## src/rtl/b11_feeder_pkg.sv

```systemverilog
// ---------------------------------------------------------------------------
// b11_feeder_pkg
// Shared types and helpers for the b11 scrambler input feeder.
//   SYM_W / sym_t : width and type of one b11 input symbol
//   GAP_W         : width of the programmable hold (gap) length
//   state_t       : feeder FSM states
//   is_reject()   : symbols the b11 core would refuse (filter build only)
// ---------------------------------------------------------------------------
package b11_feeder_pkg;

    localparam int SYM_W = 6;
    localparam int GAP_W = 8;

    typedef logic [SYM_W-1:0] sym_t;

    typedef enum logic [1:0] {
        WARM    = 2'd0,
        IDLE    = 2'd1,
        PRESENT = 2'd2,
        HOLD    = 2'd3
    } state_t;

    // The core only accepts 0..26 plus the two escape codes 0 and 63.
    function automatic logic is_reject(input sym_t s);
        return (s > sym_t'(26)) && (s != sym_t'(0)) && (s != sym_t'(63));
    endfunction

endpackage

```

## src/rtl/b11_feeder_fifo.sv

```systemverilog
// ---------------------------------------------------------------------------
// b11_feeder_fifo
// Small register FIFO holding symbols waiting to be presented to the core.
// Ports:
//   clock, reset      : rising-edge clock, asynchronous active-high reset
//   push, push_data   : write strobe (caller guarantees not full) and symbol
//   pop               : read strobe (caller guarantees not empty)
//   head              : symbol at the read pointer (valid while count != 0)
//   count             : registered occupancy, exact at all times
//   count_next        : occupancy after the current edge (for registered
//                       full/ready flags in the parent)
// DEPTH must be a power of two so the pointers wrap by plain overflow.
// ---------------------------------------------------------------------------
module b11_feeder_fifo
    import b11_feeder_pkg::*;
#(
    parameter int DEPTH = 8
) (
    input  logic                   clock,
    input  logic                   reset,
    input  logic                   push,
    input  logic [SYM_W-1:0]       push_data,
    input  logic                   pop,
    output logic [SYM_W-1:0]       head,
    output logic [$clog2(DEPTH):0] count,
    output logic [$clog2(DEPTH):0] count_next
);

    localparam int AW = $clog2(DEPTH);
    localparam int CW = AW + 1;

    sym_t          mem_reg [DEPTH];
    logic [AW-1:0] wr_ptr_reg;
    logic [AW-1:0] rd_ptr_reg;
    logic [CW-1:0] count_reg;

    // Storage carries no reset: stale entries are never visible because
    // head is only consumed while count is non-zero.
    always_ff @(posedge clock) begin
        if (push) begin
            mem_reg[wr_ptr_reg] <= push_data;
        end
    end

    always_comb begin
        count_next = count_reg;
        case ({push, pop})
            2'b10:   count_next = count_reg + CW'(1);
            2'b01:   count_next = count_reg - CW'(1);
            default: count_next = count_reg;
        endcase
    end

    always_ff @(posedge clock or posedge reset) begin
        if (reset) begin
            wr_ptr_reg <= '0;
            rd_ptr_reg <= '0;
            count_reg  <= '0;
        end else begin
            if (push) begin
                wr_ptr_reg <= wr_ptr_reg + AW'(1);
            end
            if (pop) begin
                rd_ptr_reg <= rd_ptr_reg + AW'(1);
            end
            count_reg <= count_next;
        end
    end

    assign head  = mem_reg[rd_ptr_reg];
    assign count = count_reg;

endmodule

```

## src/rtl/b11_feeder.sv

```systemverilog
// ---------------------------------------------------------------------------
// b11_feeder
// Drives the b11 scrambler's serial input handshake. Symbols from an
// upstream producer are queued; each one is shown to the core as a single
// stbi-low cycle, followed by a quiet hold so the core can finish its
// processing path before the next symbol arrives.
// Ports:
//   clock, reset    : rising-edge clock, asynchronous active-high reset
//   push_valid/data : upstream symbol offer
//   push_ready      : FIFO has room (held low during warm-up)
//   gap_cfg         : hold cycles after each strobe, 0 = GAP_DEFAULT;
//                     sampled as a symbol is issued
//   x_in, stbi      : symbol and active-low strobe to the b11 core
//   busy            : high in WARM, PRESENT and HOLD
//   fifo_count      : FIFO occupancy
//   sent_count      : symbols issued, wraps at 2^16
//   drop_count      : rejected symbols, saturating (filter build only)
// Build option: define B11_FEEDER_FILTER_EN to discard symbols the core
// would reject instead of issuing them.
// All outputs come straight from flops so stbi/x_in cannot glitch.
// ---------------------------------------------------------------------------
module b11_feeder
    import b11_feeder_pkg::*;
#(
    parameter int DEPTH       = 8,
    parameter int GAP_DEFAULT = 16,
    parameter int WARMUP      = 2
) (
    input  logic                   clock,
    input  logic                   reset,
    input  logic                   push_valid,
    input  logic [SYM_W-1:0]       push_data,
    output logic                   push_ready,
    input  logic [GAP_W-1:0]       gap_cfg,
    output logic [SYM_W-1:0]       x_in,
    output logic                   stbi,
    output logic                   busy,
    output logic [$clog2(DEPTH):0] fifo_count,
    output logic [15:0]            sent_count
`ifdef B11_FEEDER_FILTER_EN
    ,
    output logic [7:0]             drop_count
`endif
);

    localparam int CW     = $clog2(DEPTH) + 1;
    localparam int WARM_W = (WARMUP < 1) ? 1 : $clog2(WARMUP + 1);

    state_t            state_reg;
    state_t            state_next;
    logic [WARM_W-1:0] warm_cnt_reg;
    logic [GAP_W-1:0]  gap_cnt_reg;
    logic [GAP_W-1:0]  gap_load;
    logic [15:0]       sent_count_reg;

    sym_t              head;
    logic [CW-1:0]     fifo_count_next;
    logic              push;
    logic              pop;
    logic              head_reject;
    logic              issue;

    logic              stbi_reg, stbi_next;
    logic              busy_reg, busy_next;
    logic              push_ready_reg, push_ready_next;
    sym_t              x_in_reg, x_in_next;

    // -----------------------------------------------------------------------
    // Queue
    // -----------------------------------------------------------------------
    assign push = push_valid && push_ready_reg;
    // Pops happen only from IDLE; a popped symbol either becomes a strobe
    // (issue) or, in the filter build, is dropped while staying in IDLE.
    assign pop   = (state_reg == IDLE) && (fifo_count != '0);
    assign issue = pop && !head_reject;

    b11_feeder_fifo #(
        .DEPTH(DEPTH)
    ) u_fifo (
        .clock      (clock),
        .reset      (reset),
        .push       (push),
        .push_data  (push_data),
        .pop        (pop),
        .head       (head),
        .count      (fifo_count),
        .count_next (fifo_count_next)
    );

`ifdef B11_FEEDER_FILTER_EN
    logic [7:0] drop_count_reg;

    assign head_reject = is_reject(head);

    always_ff @(posedge clock or posedge reset) begin
        if (reset) begin
            drop_count_reg <= '0;
        end else if (pop && head_reject && (drop_count_reg != 8'hFF)) begin
            drop_count_reg <= drop_count_reg + 8'd1;
        end
    end

    assign drop_count = drop_count_reg;
`else
    assign head_reject = 1'b0;
`endif

    // -----------------------------------------------------------------------
    // FSM: state register
    // -----------------------------------------------------------------------
    always_ff @(posedge clock or posedge reset) begin
        if (reset) begin
            state_reg <= WARM;
        end else begin
            state_reg <= state_next;
        end
    end

    // -----------------------------------------------------------------------
    // FSM: next state
    // -----------------------------------------------------------------------
    always_comb begin
        state_next = state_reg;
        case (state_reg)
            WARM:    if (warm_cnt_reg == WARM_W'(WARMUP - 1)) state_next = IDLE;
            IDLE:    if (issue) state_next = PRESENT;
            PRESENT: state_next = HOLD;
            // gap_cnt_reg is loaded with the hold length on issue and counts
            // down once per HOLD cycle, so HOLD lasts exactly that many cycles.
            HOLD:    if (gap_cnt_reg == GAP_W'(1)) state_next = IDLE;
            default: state_next = WARM;
        endcase
    end

    // -----------------------------------------------------------------------
    // FSM: outputs, decoded from the next state so the registered copies
    // line up with the state they describe.
    // -----------------------------------------------------------------------
    always_comb begin
        stbi_next       = (state_next != PRESENT);
        busy_next       = (state_next != IDLE);
        push_ready_next = (state_next != WARM) && (fifo_count_next != CW'(DEPTH));
        // x_in only changes when a symbol is issued; it stays put through
        // HOLD and IDLE because the core keeps resampling it.
        x_in_next       = issue ? head : x_in_reg;
    end

    always_ff @(posedge clock or posedge reset) begin
        if (reset) begin
            stbi_reg       <= 1'b1;
            busy_reg       <= 1'b1;
            push_ready_reg <= 1'b0;
            x_in_reg       <= '0;
        end else begin
            stbi_reg       <= stbi_next;
            busy_reg       <= busy_next;
            push_ready_reg <= push_ready_next;
            x_in_reg       <= x_in_next;
        end
    end

    // -----------------------------------------------------------------------
    // Warm-up, gap and sent counters
    // -----------------------------------------------------------------------
    assign gap_load = (gap_cfg == '0) ? GAP_W'(GAP_DEFAULT) : gap_cfg;

    always_ff @(posedge clock or posedge reset) begin
        if (reset) begin
            warm_cnt_reg   <= '0;
            gap_cnt_reg    <= '0;
            sent_count_reg <= '0;
        end else begin
            if (state_reg == WARM) begin
                warm_cnt_reg <= warm_cnt_reg + WARM_W'(1);
            end
            if (issue) begin
                gap_cnt_reg    <= gap_load;
                sent_count_reg <= sent_count_reg + 16'd1;
            end else if (state_reg == HOLD) begin
                gap_cnt_reg <= gap_cnt_reg - GAP_W'(1);
            end
        end
    end

    assign stbi       = stbi_reg;
    assign busy       = busy_reg;
    assign push_ready = push_ready_reg;
    assign x_in       = x_in_reg;
    assign sent_count = sent_count_reg;

endmodule

```

## config.mk

```make
export PLATFORM = sky130hd
export DESIGN_NAME = b11_feeder
export DESIGN_NICKNAME = d
export VERILOG_FILES = /design/src/rtl/b11_feeder_pkg.sv /design/src/rtl/b11_feeder_fifo.sv /design/src/rtl/b11_feeder.sv
export SDC_FILE = /design/constraint.sdc
export NUM_CORES = 1
export LEC_CHECK = 0
export ABC_AREA = 0
export BUFFER_PORTS_ARGS = -buffer_cell sky130_fd_sc_hd__buf_2
export CAP_MARGIN = 30
export CORE_MARGIN = 2
export CORE_UTILIZATION = 30
export CTS_CLUSTER_SIZE = 16
export DETAILED_ROUTE_END_ITERATION = 10
export PLACE_DENSITY = 0.51
export SLEW_MARGIN = 20
export SYNTH_ARGS = -nofsm -noshare
export SYNTH_HDL_FRONTEND = slang
export SYNTH_SLANG_ARGS = --single-unit
```

## constraint.sdc

```tcl
create_clock -name clock -period 4.6 [get_ports clock]
set_clock_uncertainty 0.2 [all_clocks]
set_input_delay 0.23 -clock clock [delete_from_list [all_inputs] [get_ports clock]]
set_output_delay 0.23 -clock clock [all_outputs]
set_load 0.02 [all_outputs]
```

**Word level (Yosys, flattened, before mapping)**

Memory sizes are Yosys's and may differ from the RTL's. A register that Yosys moved wholly into a read port is not among the register bits.
Cells that the tools add are included.

- Flip-flop bits (word level): 41
- Bits in latches: 0
- Bits in writable memories: 48
- Bits in read-only memories: 0
- Output and inout port bits: 29
- Logic and storage cells: 46
- Memories: 1

- Add/sub/neg operators: 7
- Multiply operators: 0
- Divide/modulo/power cells: 0
- $lt $le $gt $ge: 0
- Equality and inequality tests: 10
- Shift-type cells: 0
- Muxes and demuxes: 10
- Bitwise gates (word level): 0
- Reductions and logical operators: 8

Memory list:

| memory | words | bits a word | rd ports | clocked after Yosys merged registers in | write ports | line | source |
|---|---|---|---|---|---|---|---|
| u_fifo.mem_reg | 8 | 6 | 1 | 1 | 1 | b11_feeder_fifo.sv:32 | `sym_t mem_reg [DEPTH];` |

Operators with widths:

| kind | number |
|---|---|
| $mux 8 | 3 |
| $add 16x1->16 const B | 1 |
| $eq 8x1->1 const B | 1 |
| $logic_not 8->1 | 1 |
| $pmux 2 s4 | 1 |
| $pmux 4 s2 | 1 |
| $sub 8x1->8 const B | 1 |
| $add 3x1->3 const B | 2 |
| $eq 2x1->1 const B | 3 |
| $eq 2x2->1 const B | 3 |
| $mux 2 | 3 |
| $add 4x1->4 const B | 1 |
| $ne 4x4->1 const B | 1 |
| $reduce_bool 2->1 | 2 |
| $reduce_bool 4->1 | 1 |
| $sub 4x1->4 const B | 1 |
| $logic_and 1x1->1 | 3 |
| $add 2x1->2 const B | 1 |
| $logic_not 2->1 | 1 |
| $mux 1 | 2 |
| $ne 2x1->1 const B | 1 |
| $ne 2x2->1 const B | 1 |

**Depth between registers and ports, before layout**

Gate-level depths: netlist of the first run.

- Depth after elaboration: 6
- Mapped depth: 12
- Depth with buffers taken out: 11

**Cells and area by module**

A second synthesis of the first run with hierarchy kept.

- Cell total of the unflattened synthesis: 297
- Area, all modules: 4189.0 um^2

Modules (own cells, without submodules):

| module | times used | cells each | area each (um^2) | seq. area each (um^2) |
|---|---|---|---|---|
| b11_feeder_fifo | 1 | 122 | 2396.0 | 1691.6 |
| b11_feeder | 1 | 175 | 1793.0 | 928.4 |

**Worst setup path after synthesis of the first run**

No wires, ideal clock.

- Path kind: reg-to-reg
- Start point: register u_fifo.count_reg[1], in the netlist u_fifo.count[1]
- End point: register push_ready_reg, in the netlist push_ready
- Library setup time: 132 ps
- Arrival: 2586 ps
- Data required time: 4268 ps
- Path slack: 1682 ps
- Cell stages (with the launch flop): 13
- Buffers on the path: 1
- Clock period less this slack: 2918 ps
- Path through: dfrtp_1 > or4_4 > nand3b_4 > inv_2 > buf_2 > ha_1 > xor2_1 > ha_1 > a21oi_1 > xnor2_1 > nand2b_1 > xor2_1 > a31oi_1

- Cells in the longest elaborated chain, start to end: 6
- Elaborated cells between the ends (all ways): 12
- Those cells by class: 2 x add/sub; 3 x eq/ne; 3 x mux; 4 x reduce/logical

Ends and longest elaborated chain:

| item | line | source |
|---|---|---|
| from (decl) | b11_feeder_fifo.sv:35 | `logic [CW-1:0] count_reg;` |
| from (signal assigned) | b11_feeder_fifo.sv:66 | `count_reg <= count_next;` |
| branches (longest 5 deep; another with $sub 4x1->4) | -- |  |
| $logic_and 1x1->1 (*) | b11_feeder.sv:142 | `push_ready_next = (state_next != WARM) && (fifo_count_next != CW'(DEPTH));` |
| net push_ready_next | b11_feeder.sv:65 | `logic push_ready_reg, push_ready_next;` |
| to (signal assigned) | b11_feeder.sv:157 | `push_ready_reg <= push_ready_next;` |
| to (decl) | b11_feeder.sv:65 |  |

Mark *: on every way through the listed nets, which the timed path passes.
A chain may end at the register's enable or synchronous reset.

**Final worst setup path of the first run**

Same ends and word-level chain as after synthesis.

==> run_results.csv, run 1 <==
group,metric,value,unit
clock_tree,post_cts_buffers,0,
synthesis,netlist_instances,295,
placement,gp_congestion,0.755,
clock_tree,clk_latency,0.34,ns
clock_tree,postCtsHoldBufs,13,
clock_tree,htreeDepth,3,
floorplan,core_area,13200,um2
grt,grt_max_degree,33,
min_path,min_path_cells,3,
sta,max_slew.worst_pin.slew,0.620,ns
final_layout,final_util,37.0,%
drt,first_iter_violations,80,
final_layout,antennaDiodeCount,0,
setup_path,cp_cell_sequence,"or4_4, nand3b_4, inv_2, ha_1, xor2_1, ha_1, a21oi_1, xnor2_1, nand2b_1, xor2_1, a31oi_1",
clock_tree,clock_path_buffers,2,
synthesis,yosys.area.top_type,"edfxtp_1",
sta,maxSlewViolCount,0,
grt,grt_pass1_wl,12.7,mm
sta,fin_crit,3.29,ns
sta,setup_tns,0,ns
drt,drc,0,
drt,vias,2458,
clock_tree,cts.sinks,95,
setup_path,start_kind,"flip-flop",
sta,setup_ws,1.31,ns
sta,max_freq,304,MHz
power,combPwrFrac,31.5,%
power,seq_power_share,45.6,%
synthesis,synth_fa_ha_area_share,2.76,%
job,maxCapViolCount,0,
setup_path,worstPathMaxFanout,26,
outcome,status,"finished clean",
setup_path,r2r_setup_slack,1.31,ns
synthesis,synth_xor_xnor_area_share,5.37,%
placement,port_buffers,45,
synthesis,ys_seq_area_share,64.3,%
synthesis,ys_ff_latch,95,
power,powerDensity,594,nW/um2
final_layout,final_cell_mix,"edfxtp_1, buf_2, dfrtp_1",
synthesis,synth-edff-count,48,
grt,track_usage,11.6,%
synthesis,synth_area,4080,um2
grt,grt_pass1_vias,2424,
floorplan,die_w,121,um
sta,finalCritPeriodShare,71.6,%
power,p_int,1900,uW
synthesis,synth_top_area_share,35.4,%
setup_path,timing.rr.start,"u_fifo.count[1]",
floorplan,die_h,121,um
drt,ant_nets,0,
synthesis,synthFlopType,"edfxtp_1",
placement,place_area,4490,um2
synthesis,synth-simple-area-share,11.3,%
sta,rsz0062_at_grt,"no",
final_layout,largest_register_ff_count,48,
floorplan,io_pins,46,
synthesis,synth_area_leaders,"edfxtp_1, dfrtp_1, mux4_2, xnor2_1, nand2_1",
final_layout,areaGrowthSynthToFinish,20.4,%
clock_tree,cts_buffers,9,
sta,slew_headroom,58.7,%
min_path,min_path_type,"input port to flip-flop",
floorplan,num_rows,42,
setup_path,crit_buf_inv,1,
final_layout,fillCellCount,1309,
synthesis,synth_top_family_by_area,"simple AND/OR/NAND/NOR gates",
min_path,hold_path.startpoint,"gap_cfg[0]",
setup_path,crit_slowest_cell,"or4_4",
drt,drtPass1Iterations,4,
sta,hold_violations,0,
power,switching_share,34.8,%
setup_path,reg2regPathDepth,11,
floorplan,dieArea,14500,um2
power,p_switching,1010,uW
synthesis,synth-compound-area-share,5.37,%
power,clkPwrFrac,22.8,%
setup_path,crit_type,"flip-flop to flip-flop",
clock_tree,cts-root-buf,"clkbuf_16",
final_layout,drive_gt1_share,24.0,%
clock_tree,cts_tree,"yes",
setup_path,slowest_delay,0.60,ns
drt,wirelength,7.79,mm
synthesis,muxShareOfSynthArea,8.90,%
setup_path,critPathArrivalTime,3.31,ns
final_layout,nets,384,
synthesis,synth_fp_nets,321,
setup_path,crit_family,"simple AND/OR/NAND/NOR gates",
grt,grt_overflow,0,
placement,pre_cts_slack,1.33,ns
floorplan,initial_core_util,30.8,%
clock_tree,cts.reportedPaths.clkPinSlew,0.06,ns
sta,setup_violations,0,
setup_path,cp-end-kind,"flip-flop",
clock_tree,cts_resized,0,
synthesis,async_reset_ff_share,49.5,%
placement,hpwlAfterDp,5.40,mm
synthesis,ys_warn_count,0,
synthesis,ys_types,42,
grt,antenna_found_initial,0,
setup_path,r2r_end,"push_ready",
power,ir_worst_vdd,0.000307,V
synthesis,syn_avg_cell_area,13.8,um2
setup_path,crit_required,4.61,ns
power,leakagePower,0.00195,uW
drt,routed_via_density,4.57,
min_path,hold_end,"gap_cnt_reg[0]",
final_layout,layout_commonest_cell,"edfxtp_1",
drt,wl_per_cell,14.5,um
sta,whs,0.0459,ns
final_layout,fin_area,4910,um2
==> worst reg2reg max path: cells and delay by family, from the launching register on <==
kind | cells | cell delay, ns
compound gates | 2 | 0.26
xor+xnor | 3 | 0.49
flops | 1 | 0.46
buf+inv | 1 | 0.27
fa+ha+maj | 2 | 0.54
simple gates | 3 | 0.95
==> power groups by stage <==
| stage | registers (uW) | clock network [uW] | logic [uW] |
|---|---|---|---|
| 6_report | 1330 | 665 | 919 |
| 5_1_grt | 1360 | 725 | 1040 |
| 4_1_cts | 1360 | 696 | 893 |
| 3_5_place_dp | 1370 | 0 | 884 |
| 3_3_place_gp | 1370 | 0 | 864 |
| 2_1_floorplan | 1350 | 0 | 663 |
==> worst max path at each step <==
stage | cells past startpoint | from | to | slack [ns]
floorplan | 12 | u_fifo.count[1] | push_ready | 1.68
global route | 11 | u_fifo.count[1] | push_ready | 1.10
global placement | 11 | u_fifo.count[1] | push_ready | 1.41
detailed placement | 11 | u_fifo.count[1] | push_ready | 1.33
CTS | 11 | u_fifo.count[1] | push_ready | 1.30
finish | 11 | u_fifo.count[1] | push_ready | 1.31
==> final cells by class <==
cell class,instances,area [um2],area share (%)
clock inverter,6,35.0,0.714
inverter,7,26.3,0.536
multi-input combinational,183,1380,28.1
tap,176,220,4.49
timing repair buffer,62,400,8.16
clock buffer,9,225,4.59
sequential,95,2620,53.4
==> cells by family after synthesis <==
family                   Yosys count
multiplexers                      21
adder cells (fa/ha/maj)            9
AO/OA/AOI/OAI                     37
AND/OR/NAND/NOR                   91
XOR/XNOR                          25
flip-flops                        95
buffers and inverters             17
==> synthesized netlist by cell type, types with 7 or more instances <==
| cell type | number |
|---|---|
| ha_1 | 9 |
| mux2i_1 | 7 |
| mux4_2 | 12 |
| xnor2_1 | 16 |
| dfrtp_1 | 45 |
| nor2_1 | 19 |
| nor3_1 | 7 |
| xor2_1 | 9 |
| nand4_1 | 7 |
| o21ai_0 | 15 |
| nand3_1 | 7 |
| nand2_1 | 34 |
| a21oi_1 | 9 |
| edfxtp_1 | 48 |
==> per-stage QoR <==
step | std cells | total power (uW)
finish | 538 | 2910
global route | 538 | 3130
CTS | 535 | 2950
detailed placement | 507 | 2260
global placement | 506 | 2230
floorplan | 295 | 2010
==> routing by layer <==
layer  track usage, %  vias up  share of wire (%)
li1                 -     1198                  -
met1             14.6     1214                 46
met2             18.5       38                 49
met3             4.25        8                4.2
met4             3.71        0                1.2
met5                0        -                  0
Power figures use the tool's default switching activity.
==> inputs of run 2 (changes only) <==
--- a/config.mk
+++ b/config.mk
@@ -5,14 +5,14 @@
 export SDC_FILE = /design/constraint.sdc
 export NUM_CORES = 1
 export LEC_CHECK = 0
-export ABC_AREA = 0
+export ABC_AREA = 1
 export BUFFER_PORTS_ARGS = -buffer_cell sky130_fd_sc_hd__buf_2
 export CAP_MARGIN = 30
 export CORE_MARGIN = 2
 export CORE_UTILIZATION = 30
 export CTS_CLUSTER_SIZE = 16
 export DETAILED_ROUTE_END_ITERATION = 10
-export PLACE_DENSITY = 0.51
+export PLACE_DENSITY = 0.53
 export SLEW_MARGIN = 20
 export SYNTH_ARGS = -nofsm -noshare
 export SYNTH_HDL_FRONTEND = slang
==> constraint.sdc (replaced) <==
create_clock -name clock -period 2.7 [get_ports clock]
set_clock_uncertainty 0.2 [all_clocks]
set_input_delay 0.135 -clock clock [delete_from_list [all_inputs] [get_ports clock]]
set_output_delay 0.135 -clock clock [all_outputs]
set_load 0.02 [all_outputs]
==> run 2 against run 1 <==
  * Flip-flop and latch count unchanged
  * Total power increased by 79%
  * Critical path type unchanged
  * Clock-buffer cell count increased by 1
  * Non-clock buffer count increased by 5
  * Via count increased by 25%
  * Worst setup slack got worse by 1.0 ns
  * Utilization increased by 0.38 points
  * First-iteration DRC count increased by 99%
  * Largest power group unchanged
  * Sequential power increased by 61%
==> run_results.csv, run 2 <==
group,metric,value,unit
grt,antenna_found_initial,0,
grt,grt.busiest_layer,"met2",
final_layout,final_util,37.4,%
synthesis,async_reset_ff_share,49.5,%
final_layout,antennaDiodeCount,0,
synthesis,synth_fp_nets,451,
sta,setup_tns,0,ns
outcome,status,"finished clean",
synthesis,synthTopCellsByCount,"nand2_1, nor2_1, edfxtp_1",
power,leakagePower,0.00222,uW
setup_path,cp-end-kind,"flip-flop",
clock_tree,cts.sinks,95,
floorplan,dieArea,15400,um2
sta,rsz0062_at_grt,"no",
synthesis,synth-compound-area-share,10.2,%
final_layout,final_cell_count_no_fill,674,
floorplan,io_pins,46,
drt,drc,0,
final_layout,layout_commonest_cell,"nand2_1",
final_layout,nets,515,
synthesis,synth_area,4320,um2
synthesis,muxShareOfSynthArea,0,%
clock_tree,cts_resized,0,
setup_path,reg2regPathDepth,13,
grt,grt_pass1_vias,3015,
floorplan,num_rows,43,
drt,drtPass1Iterations,4,
drt,first_iter_violations,159,
synthesis,synth_fa_ha_area_share,2.61,%
setup_path,start_kind,"flip-flop",
setup_path,crit_required,2.71,ns
final_layout,fillCellCount,1418,
clock_tree,htreeDepth,3,
placement,dp_cells,642,
synthesis,yosys.area.top_type,"edfxtp_1",
grt,grt_max_degree,33,
placement,port_buffers,45,
clock_tree,cts-root-buf,"clkbuf_16",
synthesis,syn_avg_cell_area,10.2,um2
floorplan,core_area,14000,um2
grt,met1_usage,16.3,%
final_layout,areaGrowthSynthToFinish,21.3,%
final_layout,largest_register_ff_count,48,
floorplan,initial_core_util,30.9,%
placement,gp_congestion,0.846,
synthesis,synth-simple-area-share,17.7,%
floorplan,die_w,124,um
sta,max_slew.worst_pin.slew,0.786,ns
sta,max_freq,413,MHz
synthesis,synth.most_common_cell,"nand2_1",
floorplan,die_h,124,um
drt,routed_via_density,4.55,
synthesis,synth_xor_xnor_area_share,4.26,%
synthesis,synth_area_leaders,"edfxtp_1, dfrtp_1, nand2_1, nor2_1, o21ai_0",
grt,track_usage,13.1,%
grt,grt_pass1_wl,15.3,mm
synthesis,ys_types,33,
clock_tree,cts.reportedPaths.clkPinSlew,0.06,ns
final_layout,final_cell_mix,"nand2_1, nor2_1, edfxtp_1",
clock_tree,clk_latency,0.34,ns
synthesis,ys_seq_area_share,60.7,%
power,p_int,3350,uW
synthesis,ys_ff_latch,95,
min_path,min_path_type,"input port to async pin",
drt,wirelength,9.13,mm
setup_path,critPathArrivalTime,2.43,ns
power,p_total,5210,uW
drt,wl_per_cell,13.5,um
power,ir_worst_vdd,0.000426,V
grt,grt_use_met3,3.85,%
grt,grt_overflow,0,
power,clkPwrFrac,27.5,%
synthesis,synth_top_area_share,33.4,%
sta,fin_crit,2.42,ns
sta,hold_violations,0,
power,powerDensity,995,nW/um2
setup_path,crit_type,"flip-flop to flip-flop",
synthesis,synthFlopType,"edfxtp_1",
sta,whs,0.219,ns
power,seq_power_share,41.1,%
clock_tree,clock_path_buffers,2,
sta,maxSlewViolCount,0,
sta,setup_violations,0,
power,switching_share,35.6,%
setup_path,worstPathMaxFanout,5,
power,combPwrFrac,31.4,%
synthesis,synth_top_family_by_area,"simple AND/OR/NAND/NOR gates",
grt,grtUsageMet2,21.8,%
synthesis,synth-edff-count,48,
synthesis,netlist_instances,425,
drt,ant_nets,0,
job,maxCapViolCount,0,
power,p_switching,1850,uW
clock_tree,cts_buffers,9,
placement,hpwlAfterDp,6.23,mm
drt,vias,3069,
clock_tree,cts_tree,"yes",
synthesis,ys_warn_count,0,
sta,finalCritPeriodShare,89.6,%
final_layout,drive_gt1_share,17.6,%
sta,slew_headroom,47.5,%
==> run 2: cell count changes in the layout (fill, tap and decap cells not counted), sizes merged, moves of 4 or more <==
cell    change
o211ai     +13
mux2i       -7
inv        +23
nor2       +54
a21oi       +4
mux4       -12
o21ai      +31
xnor2       -7
nand2      +43
==> run 2: kinds of logic after synthesis <==
kind of cell | count (synthesis)
simple gates | 176
flops | 95
compound gates | 78
buf+inv | 46
xor+xnor | 21
fa+ha+maj | 9
==> run 2: power groups by stage <==
stage / Combinational (uW) / Clock [uW] / Sequential [uW]
3_5_place_dp: 1620 / 0 / 2170
3_3_place_gp: 1590 / 0 / 2160
2_1_floorplan: 1100 / 0 / 2220
4_1_cts: 1650 / 1480 / 2140
5_1_grt: 1880 / 1540 / 2200
6_report: 1630 / 1430 / 2140
==> run 2: cell type report <==
| type | count | area (um2) | share of cell area (%) |
|---|---|---|---|
| Multi-Input combinational cell | 284 | 1500 | 28.7 |
| Sequential cell | 95 | 2620 | 50.0 |
| Tap cell | 180 | 225 | 4.30 |
| Clock inverter | 6 | 109 | 2.08 |
| Timing Repair Buffer | 67 | 430 | 8.22 |
| Inverter | 32 | 120 | 2.29 |
| Clock buffer | 10 | 229 | 4.37 |
==> run 2: metrics by stage <==
step / cell area (um2) / setup slack, ns
2_1_floorplan: 4320 / 0.103
3_5_place_dp: 4740 / 0.325
6_report: 5240 / 0.280
5_1_grt: 5240 / 0.145
3_3_place_gp: 4740 / 0.368
4_1_cts: 5240 / 0.288
==> run 2: worst max-delay path: stages (launching register included) <==
cell,delay [ns]
dfrtp_1,0.43
nor2_1,0.14
nand3_1,0.09
nand2_2,0.08
inv_2,0.04
ha_1,0.24
nand2_1,0.10
nand2_1,0.07
ha_1,0.28
nand2_1,0.06
o21ai_0,0.10
or2_2,0.29
nor2_1,0.10
a21oi_1,0.08
==> run 2: timing repair <==
| item | 4_1_cts | 5_1_grt |
|---|---|---|
| hold buffers | 16 | 0 |
| endpoints found under the hold margin | 81 | 0 |
| setup buffers | 0 | 0 |
==> run 2: path summary, 6_finish.rpt <==
kind                                 start              end  slack [ns]
setup / recovery           u_fifo.count[0]       push_ready        0.28
hold / removal                       reset     state_reg[0]        0.22
setup reg to reg           u_fifo.count[0]       push_ready        0.28
hold reg to reg            warm_cnt_reg[0]  warm_cnt_reg[0]        0.28
max in group asynchronous            reset  u_fifo.count[1]        1.48
min in group clock         warm_cnt_reg[0]  warm_cnt_reg[0]        0.28
==> run 2: routing by layer <==
metal,part of all wire (%),vias up
li1,-,1547
met1,47,1469
met2,48,44
met3,3.7,9
met4,1.1,0
met5,0,-
==> inputs of run 3 (changes only) <==
==> constraint.sdc (replaced) <==
create_clock -name clock -period 2.7 [get_ports clock]
set_clock_uncertainty 0.2 [all_clocks]
set_input_delay 0.405 -clock clock [delete_from_list [all_inputs] [get_ports clock]]
set_output_delay 0.405 -clock clock [all_outputs]
set_load 0.02 [all_outputs]
==> run 3 against run 2 <==
  * Cell count decreased by 2.2%
  * Clock power decreased by 8%
  * Clock-buffer cell count decreased by 1
  * First-iteration DRC count increased by 46%
  * Maximum frequency decreased by 0.31%
  * Wire length increased by 0.53%
  * Utilization decreased by 1.3 points
  * Critical path type unchanged
  * Critical endpoint unchanged
==> run_results.csv, run 3 (synthesis gave the netlist of run 2 again) <==
group,metric,value,unit
final_layout,antennaDiodeCount,0,
drt,drc,0,
setup_path,cp-end-kind,"flip-flop",
sta,setup_tns,0,ns
grt,grt_pass1_vias,3003,
setup_path,crit_slowest_cell,"dfrtp_1",
drt,vias,3085,
setup_path,worstPathMaxFanout,5,
min_path,min_path_cells,3,
final_layout,layout_commonest_cell,"nand2_1",
power,ir_worst_vdd,0.000336,V
clock_tree,cts_tree,"yes",
setup_path,slowest_delay,0.44,ns
sta,fin_crit,2.43,ns
sta,hold_violations,0,
grt,grt_pass1_wl,15.2,mm
floorplan,dieArea,15400,um2
clock_tree,clk_latency,0.34,ns
outcome,status,"finished clean",
min_path,min_path_type,"input port to flip-flop",
sta,rsz0062_at_grt,"no",
clock_tree,clock_path_buffers,2,
clock_tree,htreeDepth,3,
final_layout,drive_gt1_share,18.6,%
setup_path,reg2regPathDepth,13,
placement,hpwlAfterDp,6.25,mm
sta,setup_violations,0,
placement,gp_congestion,0.888,
floorplan,num_rows,43,
clock_tree,cts_buffers,9,
placement,port_buffers,45,
clock_tree,cts_resized,0,
sta,slew_headroom,47.7,%
floorplan,initial_core_util,30.9,%
final_layout,largest_register_ff_count,48,
drt,routed_via_density,4.68,
setup_path,cp.depth,13,
power,leakagePower,0.00216,uW
grt,track_usage,13.0,%
sta,whs,0.109,ns
floorplan,core_area,14000,um2
grt,antenna_found_initial,0,
drt,first_iter_violations,232,
floorplan,io_pins,46,
clock_tree,cts.sinks,95,
setup_path,crit_family,"simple AND/OR/NAND/NOR gates",
setup_path,critPathArrivalTime,2.44,ns
floorplan,die_w,124,um
grt,grt_overflow,0,
setup_path,crit_top_cell,"nand2_1",
job,maxCapViolCount,0,
clock_tree,cts.reportedPaths.clkPinSlew,0.07,ns
drt,wirelength,9.17,mm
sta,maxSlewViolCount,0,
sta,max_freq,412,MHz
setup_path,crit_buf_inv,1,
power,powerDensity,1000,nW/um2
setup_path,crit_required,2.71,ns
setup_path,cp_cell_sequence,"nor2_1, nand3_1, nand2_2, inv_2, ha_1, nand2_1, nand2_1, ha_1, nand2_1, o21ai_0, or2_2, nor2_1, a21oi_1",
setup_path,start_kind,"flip-flop",
floorplan,die_h,124,um
setup_path,crit_type,"flip-flop to flip-flop",
clock_tree,cts-root-buf,"clkbuf_16",
final_layout,nets,500,
setup_path,r2r_setup_slack,0.27,ns
drt,ant_nets,0,
final_layout,fillCellCount,1425,
sta,max_slew.worst_pin.slew,0.784,ns
final_layout,areaGrowthSynthToFinish,17.1,%
drt,wl_per_cell,13.9,um
final_layout,final_cell_mix,"nand2_1, nor2_1, edfxtp_1",
grt,grt_max_degree,33,
drt,drtPass1Iterations,4,
sta,finalCritPeriodShare,89.9,%
-- run 3: report_power, final --
group          total [uW]  switching, uW  internal (uW)
clock                1310            570            739
sequential           2140            255           1890
combinational        1630           1080            552
total                5080           1900           3180
-- run 3: area by class of cell --
type | instances | area (um2) | area share, %
multi-input cells | 284 | 1500 | 29.7
clock inverters | 7 | 83.8 | 1.66
clock buffers | 9 | 225 | 4.45
repair buffers | 52 | 280 | 5.54
inverters | 32 | 120 | 2.38
well taps | 180 | 225 | 4.45
flip-flops and latches | 95 | 2620 | 51.8
-- run 3: what timing repair did --
action                                 4_1_cts  5_1_grt
hold buffers                                 1        0
endpoints found under the hold margin       20        0
setup buffers                                0        0
-- run 3: final timing paths --
kind                                 start             end
max                        u_fifo.count[0]      push_ready
max in group asynchronous            reset  sent_count[11]
min in group asynchronous            reset  gap_cnt_reg[7]
min                             gap_cfg[1]  gap_cnt_reg[1]
max reg2reg                u_fifo.count[0]      push_ready
min reg2reg                        x_in[3]         x_in[3]
-- run 3: layer usage --
metal / GRT usage [%] / routed length [um]
met1: 16.0 / 4100
met3: 4.30 / 532
met4: 3.30 / 68
met2: 22.2 / 4470
met5: 0 / 0
-- run 3: tightest hold or removal path, stage by stage --
cell,delay (ns)
buf_2,0.09
o21ai_1,0.06
o21ai_0,0.06
-- run 3: through the flow --
stage | cells | utilization (%) | cell area [um2] | power (uW) | setup WS [ns]
CTS | 659 | 36.1 | 5060 | 5130 | 0.283
global placement | 642 | 33.9 | 4740 | 3750 | 0.370
global route | 659 | 36.1 | 5060 | 5440 | 0.101
detailed placement | 642 | 33.9 | 4740 | 3800 | 0.305
finish | 659 | 36.1 | 5060 | 5080 | 0.272
floorplan | 425 | - | 4320 | 3320 | 0.103
